**config.mk**
```make
export PLATFORM = sky130hd
export DESIGN_NAME = word_split_serial
export DESIGN_NICKNAME = d
export VERILOG_FILES = /design/src/rtl/word_split_pkg.sv /design/src/rtl/word_split_idx_ctr.sv /design/src/rtl/word_split_serial.sv
export SDC_FILE = /design/constraint.sdc
export NUM_CORES = 1
export LEC_CHECK = 0
export ABC_CLOCK_PERIOD_IN_PS = 2500
export BUFFER_PORTS_ARGS = -buffer_cell sky130_fd_sc_hd__buf_4
export CORE_MARGIN = 10
export CORE_UTILIZATION = 48
export CTS_CLUSTER_SIZE = 20
export DETAILED_ROUTE_END_ITERATION = 12
export HOLD_SLACK_MARGIN = 0.12
export PLACE_DENSITY = 0.76
export SETUP_SLACK_MARGIN = 0.2
export SKIP_LAST_GASP = 1
export SLEW_MARGIN = 20
export SYNTH_ARGS = -nofsm -noshare
export SYNTH_HDL_FRONTEND = slang
export SYNTH_SLANG_ARGS = --single-unit
```
**constraint.sdc**
```tcl
create_clock -name clk -period 2.5 [get_ports clk]
set_clock_uncertainty 0.05 [all_clocks]
set_input_delay 0 -clock clk [delete_from_list [all_inputs] [get_ports clk]]
set_output_delay 0 -clock clk [all_outputs]
set_load 0.02 [all_outputs]
```
**src/rtl/word_split_pkg.sv**
```systemverilog
// Shared definitions for the word splitter.
//   state_e  : controller state (IDLE = no word held, BUSY = chunks pending)
//   idx_w()  : width of a chunk index for a given chunk count (at least 1 bit)
package word_split_pkg;

   typedef enum logic {
      IDLE = 1'b0,
      BUSY = 1'b1
   } state_e;

   function automatic int idx_w(input int n);
      return (n > 1) ? $clog2(n) : 1;
   endfunction

endpackage

```
**src/rtl/word_split_idx_ctr.sv**
```systemverilog
// Chunk index counter for the word splitter.
// Ports:
//   clk, reset_n   : clock, asynchronous active-low reset
//   load_i         : start a new word; index jumps to its first chunk
//   msb_first_i    : order of the word being loaded (1 = count down)
//   en_i           : step to the next chunk in the stored order
//   idx_o          : current chunk index
//   last_o         : current index is the final chunk for the stored order
module word_split_idx_ctr #(
   parameter int NCHUNK = 4,
   parameter int IW     = 2
) (
   input  logic          clk,
   input  logic          reset_n,
   input  logic          load_i,
   input  logic          msb_first_i,
   input  logic          en_i,
   output logic [IW-1:0] idx_o,
   output logic          last_o
);

   localparam logic [IW-1:0] LAST_IDX = IW'(NCHUNK - 1);

   logic [IW-1:0] idx_q, idx_d;
   logic          dir_q, dir_d;

   always_comb begin
      idx_d = idx_q;
      dir_d = dir_q;
      if (load_i) begin
         dir_d = msb_first_i;
         idx_d = msb_first_i ? LAST_IDX : '0;
      end else if (en_i) begin
         idx_d = dir_q ? (idx_q - IW'(1)) : (idx_q + IW'(1));
      end
   end

   always_ff @(posedge clk or negedge reset_n) begin
      if (!reset_n) begin
         idx_q <= '0;
         dir_q <= 1'b0;
      end else begin
         idx_q <= idx_d;
         dir_q <= dir_d;
      end
   end

   assign idx_o  = idx_q;
   assign last_o = dir_q ? (idx_q == '0) : (idx_q == LAST_IDX);

endmodule

```
**src/rtl/word_split_serial.sv**
```systemverilog
// Splits a WIDTH-bit word into NCHUNK chunks emitted one per handshake,
// low chunk first or high chunk first as chosen with each word.
// Ports:
//   clk, reset_n            : clock, asynchronous active-low reset
//   in_val/in_rdy/in_msg    : word input handshake and data
//   in_msb_first            : order for the word being accepted
//   out_val/out_rdy/out_msg : chunk output handshake and data
//   out_idx                 : slice index of out_msg within the held word
//   out_last                : out_msg is the final chunk of its word
module word_split_serial
   import word_split_pkg::*;
#(
   parameter int  WIDTH  = 16,
   parameter int  NCHUNK = 4,
   localparam int CHUNK  = WIDTH / NCHUNK,
   localparam int IW     = idx_w(NCHUNK)
) (
   input  logic             clk,
   input  logic             reset_n,
   input  logic             in_val,
   output logic             in_rdy,
   input  logic [WIDTH-1:0] in_msg,
   input  logic             in_msb_first,
   output logic             out_val,
   input  logic             out_rdy,
   output logic [CHUNK-1:0] out_msg,
   output logic [IW-1:0]    out_idx,
   output logic             out_last
);

   state_e           state_q, state_d;
   logic [WIDTH-1:0] word_q;
   logic             ctr_last;
   logic             word_xfer;
   logic             chunk_xfer;
   logic             ctr_en;

   assign word_xfer  = in_val & in_rdy;
   assign chunk_xfer = out_val & out_rdy;
   // The last chunk never advances the index; a following load sets it instead.
   assign ctr_en     = chunk_xfer & ~out_last;

   word_split_idx_ctr #(
      .NCHUNK (NCHUNK),
      .IW     (IW)
   ) u_idx_ctr (
      .clk         (clk),
      .reset_n     (reset_n),
      .load_i      (word_xfer),
      .msb_first_i (in_msb_first),
      .en_i        (ctr_en),
      .idx_o       (out_idx),
      .last_o      (ctr_last)
   );

   always_comb begin
      state_d  = state_q;
      in_rdy   = 1'b0;
      out_val  = 1'b0;
      out_last = 1'b0;
      case (state_q)
         IDLE: begin
            in_rdy = 1'b1;
            if (in_val) state_d = BUSY;
         end
         BUSY: begin
            out_val  = 1'b1;
            out_last = ctr_last;
            // Accept the next word in the same cycle the last chunk leaves.
            in_rdy   = out_rdy & ctr_last;
            if (out_rdy && ctr_last && !in_val) state_d = IDLE;
         end
         default: state_d = IDLE;
      endcase
   end

   always_ff @(posedge clk or negedge reset_n) begin
      if (!reset_n) state_q <= IDLE;
      else          state_q <= state_d;
   end

   // Data holds no meaning outside BUSY, so it carries no reset.
   always_ff @(posedge clk) begin
      if (word_xfer) word_q <= in_msg;
   end

   always_comb begin
      out_msg = '0;
      for (int i = 0; i < NCHUNK; i++) begin
         if (out_idx == IW'(i)) out_msg = word_q[i*CHUNK +: CHUNK];
      end
   end

endmodule

```
### Word-level counts from Yosys, hierarchy flattened

Cells that the tools add are included.

| storage, ports and cells | value |
|---|---|
| bits in registers | 20 |
| input bits | 21 |
| logic and storage cells | 35 |

| cells by class | value |
|---|---|
| add/subtract/negate cells | 2 |
| equal/unequal tests | 3 |
| multiplexer cells | 15 |
| bitwise logic cells | 6 |
| reductions and logical operators | 5 |

Operators with widths:

| cell | count |
|---|---|
| 4-bit 2-to-1 mux | 4 |
| 2-bit 2-to-1 mux | 4 |
| 1-bit 2-to-1 mux | 5 |
| 1-bit bitwise AND | 4 |
| 2-bit equality test (second input constant) | 2 |
| 1-bit case mux with 2 select lines | 2 |
| 2-bit by 1-bit adder with 2-bit output (second input constant) | 1 |
| 2-bit by 1-bit equality test with 1-bit output (second input constant) | 1 |
| 1-bit logical AND | 2 |
| 2-bit zero test | 1 |
| 1-bit inverter | 2 |
| 2-bit nonzero test | 1 |
| 2-bit by 1-bit subtractor with 2-bit output (second input constant) | 1 |
| 1-bit zero test | 1 |

### Logic depth before layout (Yosys ltp)

| depth | value |
|---|---|
| depth after elaboration | 7 |
| depth in mapped cells | 5 |
| depth with buffers taken out | 5 |

### Hierarchy

A second synthesis with hierarchy kept.

| unflattened totals | value |
|---|---|
| cells, all modules | 44 |
| area, all modules | 809.5 µm² |

Modules (own cells, without submodules):

| module | times used | cells each | area an instance (µm²) |
|---|---|---|---|
| word_split_serial | 1 | 28 | 648.1 |
| word_split_idx_ctr | 1 | 16 | 161.4 |

### Worst setup path after synthesis

OpenSTA, ideal clock, no wires.

| timing | value |
|---|---|
| path kind | reg2reg |
| from | reg u_idx_ctr.idx_q[0] (netlist: u_idx_ctr.idx_o[0]) |
| to | reg word_q[0] (enable) |
| library setup time | 0.374 ns |
| data arrival time | 1.883 ns |
| data required time | 2.076 ns |
| setup slack | 0.193 ns |
| stages on the path, launching flop included | 6 |
| buffers on the path | 0 |
| period minus slack after synthesis | 2.307 ns |
| cells stage by stage | dfrtp_1 inv_1 ha_1 mux2i_2 o21ai_1 and2_1 |

| between the ends | value |
|---|---|
| cells in the longest elaborated chain, start to end | 5 |
| elaborated cells on any way between the ends | 6 |
| classes of those cells | 1 x eq/ne; 2 x mux; 2 x bitwise; 1 x reduce/logical |

Ends and longest elaborated chain:

| element | line | text |
|---|---|---|
| start, declared | word_split_idx_ctr.sv:24 | `logic [IW-1:0] idx_q, idx_d;` |
| start signal, assigned | word_split_idx_ctr.sv:43 | `idx_q <= idx_d;` |
| 2-bit equality test or 2-bit zero test (tied branches) | word_split_idx_ctr.sv:49 | `assign last_o = dir_q ? (idx_q == '0) : (idx_q == LAST_IDX);` |
| 1-bit 2-to-1 mux (*) | word_split_idx_ctr.sv:49 |  |
| 1-bit bitwise AND (*) | word_split_serial.sv:70 | `in_rdy = out_rdy & ctr_last;` |
| 1-bit case mux with 2 select lines (*) | word_split_serial.sv:61 | `case (state_q)` |
| named net in_rdy | word_split_serial.sv:21 | `output logic in_rdy,` |
| 1-bit bitwise AND (*) | word_split_serial.sv:38 | `assign word_xfer = in_val & in_rdy;` |
| named net u_idx_ctr.load_i | word_split_idx_ctr.sv:15 | `input logic load_i,` |
| end signal, assigned | word_split_serial.sv:84 | `if (word_xfer) word_q <= in_msg;` |
| end, declared | word_split_serial.sv:32 | `logic [WIDTH-1:0] word_q;` |

The timed path passes the listed nets; every way through them passes the cells marked *.
A chain may end at the register's enable or synchronous reset.

### Final worst setup path

| timing | value |
|---|---|
| from | reg u_idx_ctr.idx_q[0] (netlist: u_idx_ctr.idx_o[0]) |
| to | reg state_q |

| between the ends | value |
|---|---|
| cells in the longest elaborated chain, start to end | 6 |
| elaborated cells on any way between the ends | 7 |
| classes of those cells | 1 x eq/ne; 3 x mux; 3 x reduce/logical |

Ends and longest elaborated chain:

| element | line | text |
|---|---|---|
| 2-bit equality test or 2-bit zero test (tied branches) | word_split_idx_ctr.sv:49 |  |
| 1-bit 2-to-1 mux (*) | word_split_idx_ctr.sv:49 |  |
| 1-bit logical AND (*) (2 in series) | word_split_serial.sv:71 | `if (out_rdy && ctr_last && !in_val) state_d = IDLE;` |
| 1-bit 2-to-1 mux (*) | word_split_serial.sv:71 |  |
| 1-bit case mux with 2 select lines (*) | word_split_serial.sv:61 |  |
| named net state_d | word_split_serial.sv:31 | `state_e state_q, state_d;` |
| end signal, assigned | word_split_serial.sv:79 | `else state_q <= state_d;` |
| end, declared | word_split_serial.sv:31 |  |

Marked as above.

==> results.yml <==
status:
  outcome: "completed"
grt:
  grt_start_max_net_pins: 17
  grt.total_usage_pct: 10.9
  antenna_found_initial: 0
  grt_pass1_vias: 817
  grt_overflow: 0
  grt_pass1_wl_mm: 3.67
routing:
  antenna_left: 0
  route.vias.total: 746
  first_pass_iters: 4
  wl_per_cell_um: 14.3
  drt-initial-drc-count: 41
  viasPerCell: 5.01
  totalWireLength_mm: 2.14
  drcViolationCount: 0
critical_path:
  worstSetupPathDepth: 6
  path_cells: "inv_1, ha_1, mux2i_2, o21ai_1, nand2b_1, dlygate4sd3_1"
  reg2reg_depth: 6
  crit_buf_inv: 2
  ff2ff_setup_slack_ps: 470
  crit_path_max_incr_delay_ps: 540
  cp-endpoint: "state_q$_DFF_PN0_"
  crit_path_start: "u_idx_ctr.idx_o[0]$_DFFE_PN0P_"
  regToRegEndpoint: "state_q$_DFF_PN0_"
  startpoint_type: "register"
  cp-end-kind: "register"
  rr_startpoint: "u_idx_ctr.idx_o[0]$_DFFE_PN0P_"
  cp_max_fo: 6
  required_ps: 2680
  worst-setup-path-type: "register to register"
  slowest_stage: "dlygate4sd3_1"
  cpLargestDelayFamily: "buffers and inverters"
  crit_arrival_ps: 2210
power:
  power.leakage_nw: 0.615
  vdd_ir_drop_max_mv: 0.762
  p_per_area_mw_per_mm2: 993
placement:
  io_buffers: 29
  gp_congestion: 0.867
  hpwl_mm: 1.49
  place_area_mm2: 0.00117
  dp.cells: 123
logic_synthesis:
  synth_area_leaders: "edfxtp_1, dfrtp_1, ha_1, nor2b_1, a21oi_1"
  synth_warnings: 0
  syn_area_um2: 932
  synthCells: 70
  avgSynthCellArea_um2: 13.3
  synth_nets: 95
  seq_area_frac_synth_pct: 62.3
  synth_cell_type_count: 27
  yosysTopAreaCell: "edfxtp_1"
  synth.ff_latch_count: 20
  synth_top_area_share_pct: 51.5
clock_tree:
  htree_num_levels: 1
  clk_pin_slew_worst_paths_ps: 100
  cts.sinks: 20
  numCtsBuffers: 3
  clk_latency_ps: 280
  clk_path_buf_depth: 2
  cts_root_buffer: "clkbuf_4"
  tritoncts: "done"
finish:
  drive_gt1_share_pct: 29.8
  layout.cells.non_filler: 149
  final_area_mm2: 0.00142
  nets: 150
  syn_to_final_growth_pct: 52.3
  n_antenna_cell: 0
  fillers: 114
timing:
  fin_crit_sh_pct: 81.1
  rsz0062_at_grt: "false"
  worst_pin_slew_ps: 358
  hold_viol: 0
  setup_viol: 0
  clock.fmax_mhz: 493
  slew_headroom_pct: 76.1
  period_minus_slack_ps: 2030
  final_max_slew_viol_count: 0
  fin_tns_setup_ps: 0
floorplanning:
  die_x_um: 64.1
  start_util_pct: 52.3
  die-area_mm2: 0.00410
  die_h_um: 64.1
  pin_count: 30
  core-area_mm2: 0.00178
  core.rowCount: 15
min_path:
  hold_path.class: "primary input to register"
run:
  maxCapViolCount: 0
## final cells by class
class / instances / area, µm² / area share [%]
multi-input combinational: 44 / 325 / 22.9
tap: 25 / 31.3 / 2.20
inverter: 5 / 18.8 / 1.32
clock buffer: 4 / 26.3 / 1.85
timing repair buffer: 51 / 438 / 30.8
sequential: 20 / 581 / 40.9
## where the power goes
part	internal, mW	leakage, nW	switching (mW)
Combinational	0.361	0.407	0.399
Sequential	0.445	0.193	0.0554
Clock	0.0619	0.0150	0.0881
Total	0.868	0.615	0.542
## cells in the mapped netlist, drive strengths merged
cell    count
a211o       2
nor2        1
and3b       1
nand2b      1
a22o        2
o211a       1
mux2i       1
a21bo       2
dfrtp       4
nand2       5
ha          4
and2        1
a221oi      2
a21o        1
o31ai       2
nand3       1
mux2        1
nor2b       4
nand3b      1
edfxtp     16
inv         5
nor3b       2
buf         1
o21ai       5
a21oi       4
## worst min-delay path by stage
stage,startpoint,endpoint,slack (ps),cells past startpoint
global placement,reset_n,u_idx_ctr.dir_q$_DFFE_PN0P_,-250,1
detailed placement,reset_n,state_q$_DFF_PN0_,-250,1
floorplan,reset_n,state_q$_DFF_PN0_,-350,0
finish,in_msg[5],word_q[5]$_DFFE_PP_,370,2
CTS,in_msg[13],word_q[13]$_DFFE_PP_,360,2
global route,in_msg[13],word_q[13]$_DFFE_PP_,370,2
## state kept, by name, indices dropped and copies added, names as in the netlist
signal and count:
u_idx_ctr.idx_o 2, state_q 1, word_q 16, u_idx_ctr.dir_q 1
## what timing repair did
action,CTS,global route
setup buffers,0,0
setup endpoints to repair,0,17
resized for setup,0,1
hold buffers,22,0
endpoints found under the hold margin,24,0
## stage by stage
stage | power (mW) | hold WS, ps | util, % | setup slack [ps]
after floorplan | 0.980 | -346 | - | 360
after global placement | 1.22 | -253 | 65.7 | 501
after detailed placement | 1.23 | -253 | 65.7 | 396
after CTS | 1.42 | 362 | 79.5 | 374
after global routing | 1.52 | 368 | 79.6 | 294
final | 1.41 | 373 | 79.6 | 472
## logic make-up after synthesis
group	count (synthesis)	share of synthesized area (%)
simple gates	17	10.3
fa+ha+maj	4	5.37
buf+inv	6	3.22
mux	2	2.68
compound gates	21	16.1
flops	20	62.3
## cell usage in the layout (no fill, tap or decap), types with 2 or more instances in the layout
master and count:
a21oi_1 4, dfrtp_1 4, a211o_1 2, buf_4 29, nand2_1 5, o31ai_1 2, a22o_1 2, o21ai_1 3
ha_1 3, dlygate4sd3_1 22, edfxtp_1 16, nor2b_1 4, o21ai_0 2, nor3b_1 2, clkbuf_4 3, a221oi_1 2
inv_1 5
## layer usage
metal	share of wire (%)	routed length, µm	vias up	global-route usage, %
met5	0	0	-	0
met1	42	894	352	12.0
li1	-	-	368	-
met3	4.4	95	2	2.61
met4	0.61	13	0	3.28
met2	53	1130	24	20.0
No activity file was read; power rests on OpenSTA's default activity.
